--- config.mk ---
export PLATFORM = sky130hd
export DESIGN_NAME = eq_cmp_seq
export DESIGN_NICKNAME = d
export VERILOG_FILES = /design/src/rtl/eq_cmp_seq_pkg.sv /design/src/rtl/eq_cmp_slice.sv /design/src/rtl/eq_cmp_seq.sv
export SDC_FILE = /design/constraint.sdc
export NUM_CORES = 1
export LEC_CHECK = 0
export ABC_CLOCK_PERIOD_IN_PS = 4490
export CAP_MARGIN = 20
export CORE_MARGIN = 1
export CORE_UTILIZATION = 35
export DETAILED_ROUTE_END_ITERATION = 12
export PLACE_DENSITY = 0.65
export SLEW_MARGIN = 20
export SYNTH_ARGS = -nofsm -noshare
export SYNTH_HDL_FRONTEND = slang
export SYNTH_SLANG_ARGS = --single-unit
--- constraint.sdc ---
create_clock -name clk -period 4.49 [get_ports clk]
set_input_delay 0.449 -clock clk [delete_from_list [all_inputs] [get_ports clk]]
set_output_delay 0.449 -clock clk [all_outputs]
set_load 0.01 [all_outputs]
--- src/rtl/eq_cmp_seq_pkg.sv ---
// Shared types and sizing helpers for the sequential slice comparator.
package eq_cmp_seq_pkg;

    // Controller states.
    typedef enum logic {
        ST_IDLE = 1'b0,
        ST_BUSY = 1'b1
    } state_t;

    // Default geometry.
    localparam int unsigned WIDTH_DEF = 16;
    localparam int unsigned SLICE_DEF = 2;

    // Number of slices for a given operand width and slice size.
    function automatic int unsigned calc_nsl(input int unsigned width, input int unsigned slice);
        return width / slice;
    endfunction

    // Slice index register width; never narrower than one bit.
    function automatic int unsigned calc_idx_w(input int unsigned nsl);
        return (nsl > 1) ? $clog2(nsl) : 1;
    endfunction

    localparam int unsigned NSL_DEF   = calc_nsl(WIDTH_DEF, SLICE_DEF);
    localparam int unsigned IDX_W_DEF = calc_idx_w(NSL_DEF);

endpackage

--- src/rtl/eq_cmp_slice.sv ---
// Unsigned compare of one SLICE-bit operand slice.
module eq_cmp_slice #(
    parameter int unsigned SLICE = 2
) (
    input  logic [SLICE-1:0] sa,
    input  logic [SLICE-1:0] sb,
    output logic             eq,
    output logic             gt
);

    // Pure combinational slice relation.
    always_comb begin
        eq = (sa == sb);
        gt = (sa > sb);
    end

endmodule

--- src/rtl/eq_cmp_seq.sv ---
// Sequential WIDTH-bit comparator: walks SLICE-bit slices MSB first, stops at first difference.
module eq_cmp_seq
    import eq_cmp_seq_pkg::*;
#(
    parameter int unsigned WIDTH = 16,
    parameter int unsigned SLICE = 2
) (
    input  logic             clk,
    input  logic             reset_n,
    input  logic             start,
    input  logic             signed_mode,
    input  logic             abort,
    input  logic [WIDTH-1:0] a,
    input  logic [WIDTH-1:0] b,
    output logic             ready,
    output logic             done,
    output logic             aeqb,
    output logic             agtb,
    output logic             altb
);

    localparam int unsigned NSL   = calc_nsl(WIDTH, SLICE);
    localparam int unsigned IDX_W = calc_idx_w(NSL);
    localparam logic [IDX_W-1:0] IDX_TOP = IDX_W'(NSL - 1);

    state_t             state_q, state_d;
    logic [IDX_W-1:0]   idx_q;
    logic [WIDTH-1:0]   opa_q, opb_q;
    logic [WIDTH-1:0]   bias;
    logic               done_q, aeqb_q, agtb_q, altb_q;
    logic [SLICE-1:0]   slice_a, slice_b;
    logic               s_eq, s_gt;
    logic               accept, decide;

    // Flipping the sign bit of both operands maps two's-complement order onto unsigned order.
    always_comb begin
        bias = '0;
        bias[WIDTH-1] = signed_mode;
    end

    // Select the current slice of each latched operand.
    always_comb begin
        slice_a = opa_q[SLICE*int'(idx_q) +: SLICE];
        slice_b = opb_q[SLICE*int'(idx_q) +: SLICE];
    end

    eq_cmp_slice #(
        .SLICE (SLICE)
    ) u_slice (
        .sa (slice_a),
        .sb (slice_b),
        .eq (s_eq),
        .gt (s_gt)
    );

    // Handshake and decision qualifiers; abort suppresses any decision.
    always_comb begin
        accept = (state_q == ST_IDLE) && start;
        decide = (state_q == ST_BUSY) && !abort && (!s_eq || (idx_q == '0));
    end

    // State register.
    always_ff @(posedge clk or negedge reset_n) begin
        if (!reset_n) begin
            state_q <= ST_IDLE;
        end else begin
            state_q <= state_d;
        end
    end

    // Next-state logic.
    always_comb begin
        state_d = state_q;
        unique case (state_q)
            ST_IDLE: if (start) state_d = ST_BUSY;
            ST_BUSY: if (abort || decide) state_d = ST_IDLE;
            default: state_d = ST_IDLE;
        endcase
    end

    // Outputs decoded from state and result registers.
    always_comb begin
        ready = (state_q == ST_IDLE);
        done  = done_q;
        aeqb  = aeqb_q;
        agtb  = agtb_q;
        altb  = altb_q;
    end

    // Operand capture and slice index walk.
    always_ff @(posedge clk or negedge reset_n) begin
        if (!reset_n) begin
            opa_q <= '0;
            opb_q <= '0;
            idx_q <= IDX_TOP;
        end else if (accept) begin
            opa_q <= a ^ bias;
            opb_q <= b ^ bias;
            idx_q <= IDX_TOP;
        end else if ((state_q == ST_BUSY) && !abort && !decide) begin
            idx_q <= idx_q - 1'b1;
        end
    end

    // Result flags and the one-cycle done pulse; flags hold until the next decision.
    always_ff @(posedge clk or negedge reset_n) begin
        if (!reset_n) begin
            done_q <= 1'b0;
            aeqb_q <= 1'b1;
            agtb_q <= 1'b0;
            altb_q <= 1'b0;
        end else begin
            done_q <= decide;
            if (decide) begin
                aeqb_q <= s_eq;
                agtb_q <= !s_eq && s_gt;
                altb_q <= !s_eq && !s_gt;
            end
        end
    end

endmodule

==> results of run 1 <==
worst min-delay path by stage:
stage | from | endpoint | slack (ns) | cells after the start
after floorplan | reset_n | agtb$_DFFE_PN0P_ | 0.15 | 0
after global placement | agtb$_DFFE_PN0P_ | agtb$_DFFE_PN0P_ | 0.47 | 1
after detailed placement | opb_q[6]$_DFFE_PN0P_ | opb_q[6]$_DFFE_PN0P_ | 0.49 | 1
after CTS | reset_n | opa_q[0]$_DFFE_PN0P_ | 0.30 | 1
after global routing | reset_n | opa_q[0]$_DFFE_PN0P_ | 0.34 | 1
final | reset_n | opa_q[0]$_DFFE_PN0P_ | 0.27 | 1
cells in the mapped netlist (all sizes together):
| cell type | number | area share |
|---|---|---|
| dfrtp | 36 | 0.48 |
| mux2 | 30 | 0.18 |
| mux4 | 8 | 0.10 |
| nand2 | 8 | 0.016 |
| buf | 6 | 0.025 |
| inv | 6 | 0.012 |
| mux2i | 5 | 0.027 |
| nor2 | 5 | 0.010 |
| dfstp | 4 | 0.056 |
| ha | 4 | 0.027 |
| a21oi | 3 | 0.0080 |
| nor2b | 3 | 0.010 |
| nand2b | 2 | 0.0067 |
| xnor2 | 2 | 0.0094 |
| a32o | 1 | 0.0054 |
| nor4 | 1 | 0.0034 |
| o21a | 1 | 0.0040 |
| o21ai | 1 | 0.0027 |
| o2bb2ai | 1 | 0.0047 |
| or3 | 1 | 0.0034 |
area by class of cell:
cell class,instances,area (um2)
Fill cell,480,2710
Sequential cell,40,1010
Multi-Input combinational cell,76,792
Timing Repair Buffer,42,413
Tap cell,70,87.6
Clock buffer,8,80.1
Inverter,6,22.5
flip-flops by register name, summed over array words and instances (netlist names):
register	cells
agtb	1
aeqb	1
opa_q	16
opb_q	16
done	1
idx_q	3
altb	1
state_q	1
metal layers:
metal / GRT usage / vias up / part of all wire / wire length (um)
met3: 0.0388 / 2 / 0.043 / 147
met4: 0.0440 / 0 / 0.0041 / 14
met2: 0.249 / 26 / 0.52 / 1770
met5: 0 / - / 0 / 0
li1: - / 545 / - / -
met1: 0.161 / 570 / 0.43 / 1480
power groups by stage:
stage	Clock, mW	Sequential [mW]	Combinational, mW
detailed placement	0	0.643	0.539
global route	0.248	0.652	0.592
finish	0.222	0.631	0.536
global placement	0	0.638	0.513
floorplan	0	0.603	0.403
CTS	0.231	0.635	0.542
through the flow:
step                       util  instances
after CTS                 0.470        242
after global placement    0.454        234
after global routing      0.470        242
final                     0.470        242
after floorplan               -        128
after detailed placement  0.454        234
cells by family after synthesis:
group,Yosys count,synth area share
muxes,43,0.313
DFF,40,0.539
and+or+nand+nor,20,0.0496
buffers and inverters,12,0.0376
AOI/OAI and AO/OA,7,0.0248
adders and majority gates,4,0.0268
xor gates and xnor gates,2,0.00939
critical path, stage by stage (launching register included):
cell and delay (ns):
dfstp_2 0.72, mux4_1 0.58, nand2_1 0.08, nand2_1 0.06, ha_1 0.30, nand2_1 0.11
or3_1 0.46, mux2i_1 0.18
==> results.md, run 1 <==
- Run status: finished, final reports clean
- GPL Wtd Cong: 0.755
- Worst Hold Class: input port to async pin
- Die width: 75.0 um
- Leading cell type in the layout, fill and taps excluded: clkdlybuf4s50_1
- Clk pin slew, worst setup/hold paths: 0.07 ns
- Net Sw Frac: 0.304
- Initial Util: 0.365
- Final setup vio count: 0
- Sw power: 423 uW
- Total CTS buffers: 5
- CP Capture Type: flop
- Nets: 212
- #FFs+latches synth: 40
- Num ports: 42
- Commonest cells after routing, fill and taps aside: clkdlybuf4s50_1, dfrtp_1, mux2_2
- Cells after Synth: 128
- P_leak: 1.02 nW
- FP Rows: 26
- Slew Viols, Final: 0
- Setup TNS: 0 ns
- Max Cap Viol: 0
- Share of post-route cells with drive strength above 1: 0.267
- Total power draw: between 1 and 1.5 mW
- RSZ-0062 raised after global routing: no
- Placeable Area: approximately 5100 um2
- Critical path type: flop to flop
- Seq pwr share: 0.454
- Distinct cell type count after synthesis: 23
- Post-cts resize count: 0
- P_int: 967 uW
- # diodes: 0
- Die ar.: 5630 um2
- Via-per-instance ratio: between 4 and 5
- H-tree level count: 2
- Clock Path Buffers: 2
- Port bufs: roughly 40
- Post-route setup slack: 1.92 ns
- PD cells: 579 nW/um2
- Clk Latency, worst-skew pair: 0.28 ns
- CTS tree: yes
- Synth warn: 0
- Drt drc: 0
- Worst Setup SP: idx_q[1]$_DFFE_PN1P_
- Final min period: about 2.6 ns
- VDD IR-drop max: 0.231 mV
- Reg2reg setup slack: a little under 2 ns
- Initial antenna violation count: 0
- CTS Hold Buffers Added: 0
- Root Buffer: clkbuf_8
- Die height: 75.0 um
- Synthesis-to-finish area growth: 28.7%
- CP endpoint: idx_q[1]$_DFFE_PN1P_
- Post-DP HPWL: around 2600 um
- Area after DPL: 2320 um2
- CTS Sinks: 40
- Final ANT Viol Nets: 0
- Largest net degree at the start of global routing: 41
- Synthesized cell area: 1870 um2
- CP required: 4.70 ns
- Final Skew: about 0.0043 ns
- Max FO, Critical Path: 10
- Max frequency: between 300 and 400 MHz
- Relative slew slack: 0.426
- Final instance area: 2400 um2
- Fin crit share: 0.572
- R2R Path End: idx_q[1]$_DFFE_PN1P_
- Worst Tran Pin Value: 0.861 ns
- First drt pass iteration count: 2
- Share of total power in the clock network: 0.160
- Synthesized net count: 169
- Pre-CTS setup slack: 1.94 ns
- Final Hold Viols: 0
- Syn Area/Cell: around 15 um2
- DR vias: 1143
- Post-CTS Setup Bufs: 0
- Sequential area share after synthesis: 0.539
- Drt total wl: 3420 um
- Combinational share of power: 0.386
- Overflow after GRT: 0
- FF-to-FF Start: idx_q[1]$_DFFE_PN1P_
- Critical path arrival: roughly 2.8 ns
- WL/cell: 14.1 um
- CP startpoint kind: flop
- First-pass GRT wire length: 5650 um
- Iteration-0 DRC Markers: 40
- Aggregate global-route resource usage: 0.139
- Hold_ws: 0.274 ns
- Vias in the first global route: 1250
- Worst r2r path cells: 7
(Power assumes the default switching activity.)
==> inputs of run 2 (changes only) <==
- ABC_CLOCK_PERIOD_IN_PS: 4490 -> 2600
- clock period: 4.49 -> 2.6 ns (I/O delays scaled with it)
==> results.md, run 2 (synthesized netlist as in run 1, its figures left out) <==
- Final setup vio count: 0
- Run status: finished, final reports clean
- Biggest regs: opa_q (16), opb_q (16), idx_q (3)
- Final min period: 2.45 ns
- CTS tree: yes
- H-tree level count: 2
- Placeable Area: ~5000 um2
- Drt drc: 0
- Crit path max-delay family: multiplexers
- Synthesis-to-finish area growth: 31.9%
- DR WL met2: 1880 um
- Commonest cells after routing, fill and taps aside: clkdlybuf4s50_1, dfrtp_1, mux2_2
- Final instance area: 2460 um2
- CTS Hold Buffers Added: 0
- Post-DP HPWL: 2580 um
- Max Cap Viol: 0
- Die ar.: ~5600 um2
- Fill cells: 485
- Largest net degree at the start of global routing: 41
- P_leak: roughly 1.1 nW
- DR WL met3: 128 um
- Worst Tran Pin Value: 0.894 ns
- Nets: 216
- CP required: 2.82 ns
- Slew Viols, Final: 0
- Relative slew slack: 0.404
- Initial antenna violation count: 0
- VDD IR-drop max: 0.349 mV
- Total CTS buffers: 5
- FP Rows: 26
- Critical-path cell list: mux4_1 -> nand2_1 -> nand2_1 -> ha_1 -> nand2_1 -> or3_4 -> mux2i_1
- CTS Sinks: 40
- Max FO, Critical Path: 8
- PD cells: 1010 nW/um2
- Hold_ws: around 0.085 ns
- # diodes: 0
- Post-route setup slack: 0.148 ns
- Final Skew: between 0.006 and 0.007 ns
- Final ANT Viol Nets: 0
- Clock Path Buffers: 2
- Clk pin slew, worst setup/hold paths: 0.08 ns
- Share of post-route cells with drive strength above 1: 0.307
- Fin crit share: 0.943
- Critical path arrival: 2.68 ns
- Leading cell type in the layout, fill and taps excluded: clkdlybuf4s50_1
- Num ports: 42
- Max frequency: 408 MHz
- Die width: 75.0 um
- Worst Hold Class: input port to async pin
- CP Capture Type: flop
- Area after DPL: 2340 um2
- CP bufs+invs: 0
- Non-filler instance count after layout: 246
- Port bufs: between 40 and 50
- Overflow after GRT: 0
- First-pass GRT wire length: between 6000 and 7000 um
- Final Hold Viols: 0
- Most common cell type on the critical path: nand2_1
- Clk Latency, worst-skew pair: 0.30 ns
- Worst path max stage delay: 0.65 ns
- Dpl cells: roughly 240
- Root Buffer: clkbuf_8
- CP startpoint kind: flop
- Critical path type: flop to flop
- Met1 WL: 1500 um
- First drt pass iteration count: 4
- Pre-CTS setup slack: 0.0980 ns
- Die height: between 70 and 80 um
- Uppermost layer routed: met4
- Vias in the first global route: 1254
- Initial Util: 0.365
- WL/cell: about 15 um
- GPL Wtd Cong: 0.751
- Via-per-instance ratio: 4.70
- DR vias: 1156
- Drt total wl: between 3000 and 4000 um
- Critical path's slowest cell: dfstp_2
- Iteration-0 DRC Markers: 74
- Aggregate global-route resource usage: 0.150
==> run 2: stage by stage <==
| step | power, mW | utilization | TNS (ns) |
|---|---|---|---|
| 6_report | 2.48 | 0.482 | 0 |
| 5_1_grt | 2.68 | 0.482 | -0.0387 |
| 3_3_place_gp | 2.00 | 0.458 | 0 |
| 3_5_place_dp | 2.05 | 0.458 | 0 |
| 4_1_cts | 2.48 | 0.476 | 0 |
| 2_1_floorplan | 1.74 | - | 0 |
==> run 2: per-layer routing <==
metal	vias up	global-route usage
met5	-	0
met4	0	0.0692
met3	5	0.0361
met2	25	0.261
met1	577	0.176
li1	549	-
==> run 2: final cells by class <==
| class | instances | area [um2] | share of cell area |
|---|---|---|---|
| clock inverters | 2 | 10.0 | 0.00407 |
| multi-input cells | 76 | 797 | 0.324 |
| repair buffers | 46 | 455 | 0.185 |
| well taps | 70 | 87.6 | 0.0356 |
| inverters | 6 | 22.5 | 0.00915 |
| clock buffers | 6 | 82.6 | 0.0336 |
| flip-flops and latches | 40 | 1010 | 0.409 |
==> run 2: worst reg2reg max path: stages, from the launching register on <==
cell and delay [ns]:
dfstp_2 0.65, mux4_1 0.58, nand2_1 0.08, nand2_1 0.05, ha_1 0.29, nand2_1 0.13, or3_4 0.44, mux2i_1 0.16
==> run 2: timing repair <==
action,4_1_cts,5_1_grt
buffers inserted,0,3
gates resized for setup,0,2
endpoints found under the hold margin,0,0
setup endpoints to repair,0,4
==> run 2: where the power goes <==
group          total, mW  switching [mW]  internal [mW]
Sequential          1.09           0.168          0.922
Clock              0.430           0.218          0.212
Combinational      0.958           0.373          0.585
Total               2.48           0.759           1.72
==> run 2: path summary, 6_finish.rpt <==
check,from,endpoint,slack [ns],depth (start not counted)
setup / recovery,idx_q[1]$_DFFE_PN1P_,idx_q[0]$_DFFE_PN1P_,0.15,7
hold / removal,reset_n,opa_q[11]$_DFFE_PN0P_,0.08,1
setup reg to reg,idx_q[1]$_DFFE_PN1P_,idx_q[0]$_DFFE_PN1P_,0.15,7
hold reg to reg,agtb$_DFFE_PN0P_,agtb$_DFFE_PN0P_,0.51,1
max in group asynchronous,reset_n,state_q$_DFF_PN0_,1.96,1
min in group clk,agtb$_DFFE_PN0P_,agtb$_DFFE_PN0P_,0.51,1
